## src/rtl/ps2_kb_device_tx_if.sv

```systemverilog
// Queue-side interface of the PS/2 device transmitter: byte load strobe plus status.
interface ps2_kb_device_tx_if;
  logic [7:0] data;
  logic       dataload;
  logic       fifo_full;
  logic       busy;
  logic       sent;
  logic       aborted;

  modport master (
    output data, dataload,
    input  fifo_full, busy, sent, aborted
  );

  modport slave (
    input  data, dataload,
    output fifo_full, busy, sent, aborted
  );
endinterface

```

## src/rtl/ps2_kb_device_tx.sv

```systemverilog
// PS/2 device-side transmitter: queues bytes in a small FIFO and sends each as an
// 11-bit frame (start, 8 data LSB first, odd parity, stop), driving clock and data
// open-collector style. A host clock inhibit during a high phase aborts the frame,
// which is retried from the start once the bus has been idle long enough.
module ps2_kb_device_tx #(
  parameter int unsigned HALF_BIT_CYCLES = 1120,
  parameter int unsigned FIFO_LOG2       = 3
) (
  input  logic                 clk,
  input  logic                 rst,
  ps2_kb_device_tx_if.slave    q,
  input  logic                 ps2clk_i,
  input  logic                 ps2data_i,
  output logic                 ps2clk_o,
  output logic                 ps2data_o
);

  localparam int unsigned DEPTH = 1 << FIFO_LOG2;
  localparam int unsigned PW    = FIFO_LOG2 + 1;
  localparam int unsigned CW    = $clog2(2 * HALF_BIT_CYCLES + 1);

  localparam logic [CW-1:0] HALF_LAST = CW'(HALF_BIT_CYCLES - 1);
  localparam logic [CW-1:0] IDLE_NEED = CW'(2 * HALF_BIT_CYCLES);
  // The released clock needs a few cycles to propagate through the synchroniser
  // before a low reading can be trusted as a host inhibit.
  localparam logic [CW-1:0] INH_START = CW'(3);
  localparam logic [3:0]    LAST_IDX  = 4'd10;

  typedef enum logic [2:0] {
    S_IDLE,
    S_WAIT_BUS,
    S_BIT_HIGH,
    S_BIT_LOW,
    S_GAP
  } state_t;

  state_t          state, state_nx;
  logic [CW-1:0]   cnt, cnt_nx;
  logic [3:0]      idx, idx_nx;

  logic [1:0]      clk_sync, data_sync;
  logic            s_clk, s_data;

  logic [7:0]      mem [DEPTH];
  logic [FIFO_LOG2-1:0] wr_ptr, rd_ptr;
  logic [PW-1:0]   count, count_nx;
  logic            full_q, empty, push, pop;

  logic            pop_fsm, sent_fsm, abort_fsm;
  logic            clk_drv_nx, data_drv_nx;
  logic            clk_drv_q, data_drv_q;
  logic [7:0]      head;
  logic [10:0]     frame;

  // Two-flop synchronisers for the sensed bus lines (idle level is high).
  always_ff @(posedge clk) begin
    if (rst) begin
      clk_sync  <= '1;
      data_sync <= '1;
    end else begin
      clk_sync  <= {clk_sync[0], ps2clk_i};
      data_sync <= {data_sync[0], ps2data_i};
    end
  end

  assign s_clk  = clk_sync[1];
  assign s_data = data_sync[1];

  // FIFO: a write to a full FIFO is accepted only when the head is popped the same cycle.
  assign empty = (count == '0);
  assign pop   = pop_fsm && !rst;
  assign push  = q.dataload && (!full_q || pop);

  // Next occupancy, used to register the full flag.
  always_comb begin
    count_nx = count;
    if (push && !pop)      count_nx = count + 1'b1;
    else if (pop && !push) count_nx = count - 1'b1;
  end

  // FIFO pointers, occupancy and registered full flag.
  always_ff @(posedge clk) begin
    if (rst) begin
      wr_ptr <= '0;
      rd_ptr <= '0;
      count  <= '0;
      full_q <= 1'b0;
    end else begin
      if (push) wr_ptr <= wr_ptr + 1'b1;
      if (pop)  rd_ptr <= rd_ptr + 1'b1;
      count  <= count_nx;
      full_q <= (count_nx == PW'(DEPTH));
    end
  end

  // FIFO storage; contents need no reset since occupancy governs validity.
  always_ff @(posedge clk) begin
    if (push && !rst) mem[wr_ptr] <= q.data;
  end

  assign head  = mem[rd_ptr];
  assign frame = {1'b1, ~^head, head, 1'b0};

  // FSM state register.
  always_ff @(posedge clk) begin
    if (rst) begin
      state <= S_IDLE;
      cnt   <= '0;
      idx   <= '0;
    end else begin
      state <= state_nx;
      cnt   <= cnt_nx;
      idx   <= idx_nx;
    end
  end

  // FSM next-state, phase counter and bit index.
  always_comb begin
    state_nx  = state;
    cnt_nx    = cnt;
    idx_nx    = idx;
    pop_fsm   = 1'b0;
    sent_fsm  = 1'b0;
    abort_fsm = 1'b0;
    case (state)
      S_IDLE: begin
        cnt_nx = '0;
        if (!empty) state_nx = S_WAIT_BUS;
      end
      S_WAIT_BUS: begin
        if (!(s_clk && s_data)) begin
          cnt_nx = '0;
        end else if (cnt == IDLE_NEED) begin
          state_nx = S_BIT_HIGH;
          cnt_nx   = '0;
          idx_nx   = '0;
        end else begin
          cnt_nx = cnt + 1'b1;
        end
      end
      S_BIT_HIGH: begin
        if (cnt >= INH_START && !s_clk) begin
          abort_fsm = 1'b1;
          state_nx  = S_WAIT_BUS;
          cnt_nx    = '0;
        end else if (cnt == HALF_LAST) begin
          state_nx = S_BIT_LOW;
          cnt_nx   = '0;
        end else begin
          cnt_nx = cnt + 1'b1;
        end
      end
      S_BIT_LOW: begin
        if (cnt == HALF_LAST) begin
          cnt_nx = '0;
          if (idx == LAST_IDX) begin
            state_nx = S_GAP;
          end else begin
            idx_nx   = idx + 4'd1;
            state_nx = S_BIT_HIGH;
          end
        end else begin
          cnt_nx = cnt + 1'b1;
        end
      end
      S_GAP: begin
        if (cnt == HALF_LAST) begin
          pop_fsm  = 1'b1;
          sent_fsm = 1'b1;
          state_nx = S_IDLE;
          cnt_nx   = '0;
        end else begin
          cnt_nx = cnt + 1'b1;
        end
      end
      default: begin
        state_nx = S_IDLE;
        cnt_nx   = '0;
        idx_nx   = '0;
      end
    endcase
  end

  // Line drives derived from the next state so the pins come straight from flops.
  always_comb begin
    clk_drv_nx  = (state_nx != S_BIT_LOW);
    data_drv_nx = 1'b1;
    if (state_nx == S_BIT_HIGH || state_nx == S_BIT_LOW) data_drv_nx = frame[idx_nx];
  end

  // Registered open-collector drives; released on reset.
  always_ff @(posedge clk) begin
    if (rst) begin
      clk_drv_q  <= 1'b1;
      data_drv_q <= 1'b1;
    end else begin
      clk_drv_q  <= clk_drv_nx;
      data_drv_q <= data_drv_nx;
    end
  end

  assign ps2clk_o    = clk_drv_q;
  assign ps2data_o   = data_drv_q;
  assign q.fifo_full = full_q;
  assign q.busy      = (state != S_IDLE);
  assign q.sent      = sent_fsm && !rst;
  assign q.aborted   = abort_fsm && !rst;

endmodule

```

## src/flat_wrapper.sv

```systemverilog
// flat-port wrapper written by rule: the top's interface ports become plain ports
module ps2_kb_device_tx_flat 
#(
  parameter int unsigned HALF_BIT_CYCLES = 1120,
  parameter int unsigned FIFO_LOG2       = 3
)
  (clk, rst, ps2clk_i, ps2data_i, ps2clk_o, ps2data_o, q_data, q_dataload, q_fifo_full, q_busy, q_sent, q_aborted);
  ps2_kb_device_tx_if q_i ();
  input  logic clk;
  input  logic rst;
  input  logic ps2clk_i;
  input  logic ps2data_i;
  output logic ps2clk_o;
  output logic ps2data_o;
  input wire logic [$bits(q_i.data)-1:0] q_data;
  input wire logic [$bits(q_i.dataload)-1:0] q_dataload;
  output wire logic [$bits(q_i.fifo_full)-1:0] q_fifo_full;
  output wire logic [$bits(q_i.busy)-1:0] q_busy;
  output wire logic [$bits(q_i.sent)-1:0] q_sent;
  output wire logic [$bits(q_i.aborted)-1:0] q_aborted;
  assign q_i.data = q_data;
  assign q_i.dataload = q_dataload;
  assign q_fifo_full = q_i.fifo_full;
  assign q_busy = q_i.busy;
  assign q_sent = q_i.sent;
  assign q_aborted = q_i.aborted;
  ps2_kb_device_tx #(.HALF_BIT_CYCLES(HALF_BIT_CYCLES), .FIFO_LOG2(FIFO_LOG2)) u_core (.clk(clk), .rst(rst), .q(q_i), .ps2clk_i(ps2clk_i), .ps2data_i(ps2data_i), .ps2clk_o(ps2clk_o), .ps2data_o(ps2data_o));
endmodule
```

## config.mk

```make
export PLATFORM = sky130hd
export DESIGN_NAME = ps2_kb_device_tx_flat
export DESIGN_NICKNAME = d
export VERILOG_FILES = /design/src/rtl/ps2_kb_device_tx_if.sv /design/src/rtl/ps2_kb_device_tx.sv /design/src/flat_wrapper.sv
export SDC_FILE = /design/constraint.sdc
export NUM_CORES = 1
export LEC_CHECK = 0
export BUFFER_PORTS_ARGS = -buffer_cell sky130_fd_sc_hd__buf_2
export CORE_MARGIN = 4
export CORE_UTILIZATION = 45
export DETAILED_ROUTE_END_ITERATION = 7
export SKIP_LAST_GASP = 1
export SLEW_MARGIN = 20
export SYNTH_ARGS = -nofsm -noshare
export SYNTH_HDL_FRONTEND = slang
export SYNTH_SLANG_ARGS = --single-unit
```

## constraint.sdc

```tcl
create_clock -name clk -period 3.99 [get_ports clk]
set_input_delay 0.399 -clock clk [delete_from_list [all_inputs] [get_ports clk]]
set_output_delay 0.399 -clock clk [all_outputs]
set_load 0.01 [all_outputs]
```

==> flow_summary.json <==
{
  "clockBufferDepth": 2,
  "dpl.hpwl_mm": 5.917,
  "avgRoutedWirePerCell_um": 16.00,
  "grt_max_degree": 31,
  "cts_tree": "built",
  "grt_pass1_vias": 2731,
  "syn-cell-area_um2": 4642,
  "setup_viol": 0,
  "slew_violations": 0,
  "cp_data_required_time_ns": 4.00,
  "final.setup.tns_ns": 0,
  "cts_num_sinks": 103,
  "max_freq_mhz": 308.7,
  "die_w_um": 109.6,
  "finalCritPeriodShare": 0.8120,
  "cp_max_fo": 8,
  "core_um2": 9910,
  "drcViolationCount": 0,
  "start_kind": "flop",
  "final.setup_skew_ns": 0.01051,
  "post-route-min-period_ns": 3.240,
  "insertion_delay_ns": 0.37,
  "critPathKind": "reg -> reg",
  "grt_overflow_total": 0,
  "firstDrtPassIters": 5,
  "hold_viol_final": 0,
  "r2r-start": "u_core.cnt[0]$_SDFF_PP0_",
  "routed_wl_mm": 8.449,
  "track_usage": 0.1568,
  "status": "complete, no violations",
  "n_antenna_cell": 0,
  "rsz0062_at_grt": "no",
  "drt_iter0_markers": 171,
  "endpoint_kind": "flop",
  "r2r_cells": 8,
  "synth-seq-area-share": 0.5822,
  "cts_max_level": 3,
  "syn_to_final_growth_pct": 9.353,
  "utilization": 0.5122,
  "startpoint": "u_core.cnt[0]$_SDFF_PP0_",
  "fillers": 865,
  "clk_pin_slew_ns": 0.10,
  "async_flop_share": 0,
  "postCtsSetupBuffers": 0,
  "io_buffers": 18,
  "synth_edf_count": 64,
  "die_height_um": 109.6,
  "rows": 36,
  "cts_root_buffer": "clkbuf_8",
  "io_pins": 19,
  "drv_cap": 0,
  "tightest_slew_ns": 0.8346,
  "post_cts_resized": 0,
  "cp.arrival_ns": 3.25,
  "start_util": 0.4684,
  "netlist-cell-type-count": 56,
  "post_synth.cell_area_avg_um2": 12.58,
  "leakage_nw": 1.725,
  "avgViaCountPerCell": 5.311,
  "grt_pass1_wl_mm": 14.12,
  "die-area_um2": 12000,
  "synthesis.nets": 391,
  "synth_ff_type": "edfxtp_1",
  "drive_gt1_frac": 0.1797,
  "gp_congestion": 0.8362,
  "relSlewSlack": 0.4424,
  "via_count": 2804,
  "synthCells": 369,
  "hold_class": "in -> reg",
  "critPathCapture": "u_core.mem[6][2]$_DFFE_PP_",
  "synth_seq_cells": 103,
  "powerDensity_nw_per_um2": 382.2,
  "antenna_found_initial": 0,
  "fin_nets": 412,
  "cts_made_buffers": 9,
  "p_total_mw": 1.940,
  "worst_r2r_endpoint": "u_core.mem[6][2]$_DFFE_PP_",
  "yosys_warnings": 0,
  "cts_hold_buf": 0,
  "rrSetupSlack_ns": 0.75,
  "ant_nets": 0,
  "ir_drop_uv": 246.5
}
[Yosys cell counts (all sizes together), types with 2 or more instances]
master | instances | area [um^2]
nor4 | 3 | 33.78
o21ai | 6 | 33.78
or4 | 2 | 18.77
or3 | 5 | 36.28
nand3b | 2 | 15.01
o31a | 2 | 18.77
nand2 | 22 | 82.58
nor3 | 12 | 71.32
xor2 | 14 | 122.6
xnor2 | 9 | 78.83
mux2 | 2 | 22.52
edfxtp | 64 | 1922
ha | 9 | 112.6
nand3 | 12 | 60.06
nand2b | 3 | 18.77
mux4 | 12 | 277.8
and3 | 5 | 32.53
a21oi | 13 | 65.06
nor3b | 3 | 22.52
a211oi | 5 | 50.05
nor2 | 45 | 168.9
mux2i | 24 | 240.2
or2 | 6 | 37.54
nor2b | 3 | 18.77
a31oi | 4 | 25.02
nand4 | 2 | 12.51
inv | 12 | 45.04
clkbuf | 10 | 47.54
buf | 5 | 46.28
dfxtp | 39 | 780.8
nor4b | 2 | 17.52
[kinds of logic (layout without fill, tap and decap cells)]
group,count (synthesis),after routing,synth area share
flip-flops,103,103,0.5822
buffers and inverters,27,53,0.02991
adder cells (fa/ha/maj),9,9,0.02426
XOR/XNOR,23,23,0.04340
AO/OA/AOI/OAI,37,37,0.05391
AND/OR/NAND/NOR,132,132,0.1499
multiplexers,38,38,0.1164
[cell usage in the layout, fill, tap and decap left out, drive strengths merged, types with 3 or more instances in the layout]
| cell | Yosys | layout |
|---|---|---|
| o21ai | 6 | 6 |
| ha | 9 | 9 |
| mux2i | 24 | 24 |
| buf | 5 | 25 |
| and3 | 5 | 5 |
| nand2 | 22 | 22 |
| or2 | 6 | 6 |
| nand3 | 12 | 12 |
| a31oi | 4 | 4 |
| a21oi | 13 | 13 |
| xnor2 | 9 | 9 |
| nor2 | 45 | 45 |
| dfxtp | 39 | 39 |
| edfxtp | 64 | 64 |
| nor3 | 12 | 12 |
| nand2b | 3 | 3 |
| xor2 | 14 | 14 |
| nor4 | 3 | 3 |
| nor3b | 3 | 3 |
| mux4 | 12 | 12 |
| nor2b | 3 | 3 |
| clkbuf | 10 | 9 |
| inv | 12 | 17 |
| a211oi | 5 | 5 |
| or3 | 5 | 5 |
[worst max-delay path, cell delays in order, from the launching register on]
cell	delay (ns)
dfxtp_1	0.39
ha_1	0.27
nand4_1	0.16
nor3_1	0.50
and3_1	0.37
nand2b_1	0.17
a21boi_2	0.25
nand2_1	0.16
nor2_1	0.61
[worst min path at each step]
stage                     slack (ns)                            from                        endpoint  cells after the start
after floorplan                 0.39   u_core.clk_sync[0]$_SDFF_PP1_   u_core.clk_sync[1]$_SDFF_PP1_                      1
after global placement          0.40  u_core.data_sync[0]$_SDFF_PP1_  u_core.data_sync[1]$_SDFF_PP1_                      1
after detailed placement        0.40  u_core.data_sync[0]$_SDFF_PP1_  u_core.data_sync[1]$_SDFF_PP1_                      1
after CTS                       0.19                       ps2data_i  u_core.data_sync[0]$_SDFF_PP1_                      2
after global routing            0.19                        ps2clk_i   u_core.clk_sync[0]$_SDFF_PP1_                      2
final                           0.21                       ps2data_i  u_core.data_sync[0]$_SDFF_PP1_                      2
[report_power, final]
part	total, mW	internal (mW)	switching [mW]
combinational	0.107	0.0432	0.0635
clock	0.673	0.304	0.370
sequential	1.16	1.15	0.0149
total	1.94	1.49	0.448
[final cells by class]
type | instances | area, um^2 | share of cell area
timing repair buffer | 25 | 142.6 | 0.02810
multi-input combinational | 239 | 1813 | 0.3572
inverter | 12 | 45.04 | 0.008874
tap | 133 | 166.4 | 0.03278
clock inverter | 7 | 82.58 | 0.01627
sequential | 103 | 2703 | 0.5324
clock buffer | 9 | 123.9 | 0.02440
[registers in the layout, summed over array words and instances, names as in the netlist, 2 cells and up, named ones only]
name,flops
u_core.mem,64
u_core.cnt,12
u_core.count,4
u_core.idx,4
u_core.rd_ptr,3
u_core.state,3
u_core.wr_ptr,3
u_core.clk_sync,2
u_core.data_sync,2
[routing by layer]
layer  track usage  vias to the layer above  share of wire
met5             0                        -              0
met3       0.04287                        7          0.034
li1              -                     1387              -
met1        0.2267                     1371           0.51
met4       0.04452                        0         0.0096
met2        0.2323                       39           0.45
[metrics by stage]
step	hold slack, ns	area, um^2	worst slack, ns	cells
finish	0.2083	5076	0.7501	528
global route	0.1911	5076	0.5142	528
CTS	0.1876	5076	0.7538	528
detailed placement	0.4029	4870	0.7560	512
global placement	0.4031	4870	0.9209	512
floorplan	0.3895	4642	0.9081	369
Power figures use the tool's default switching activity.
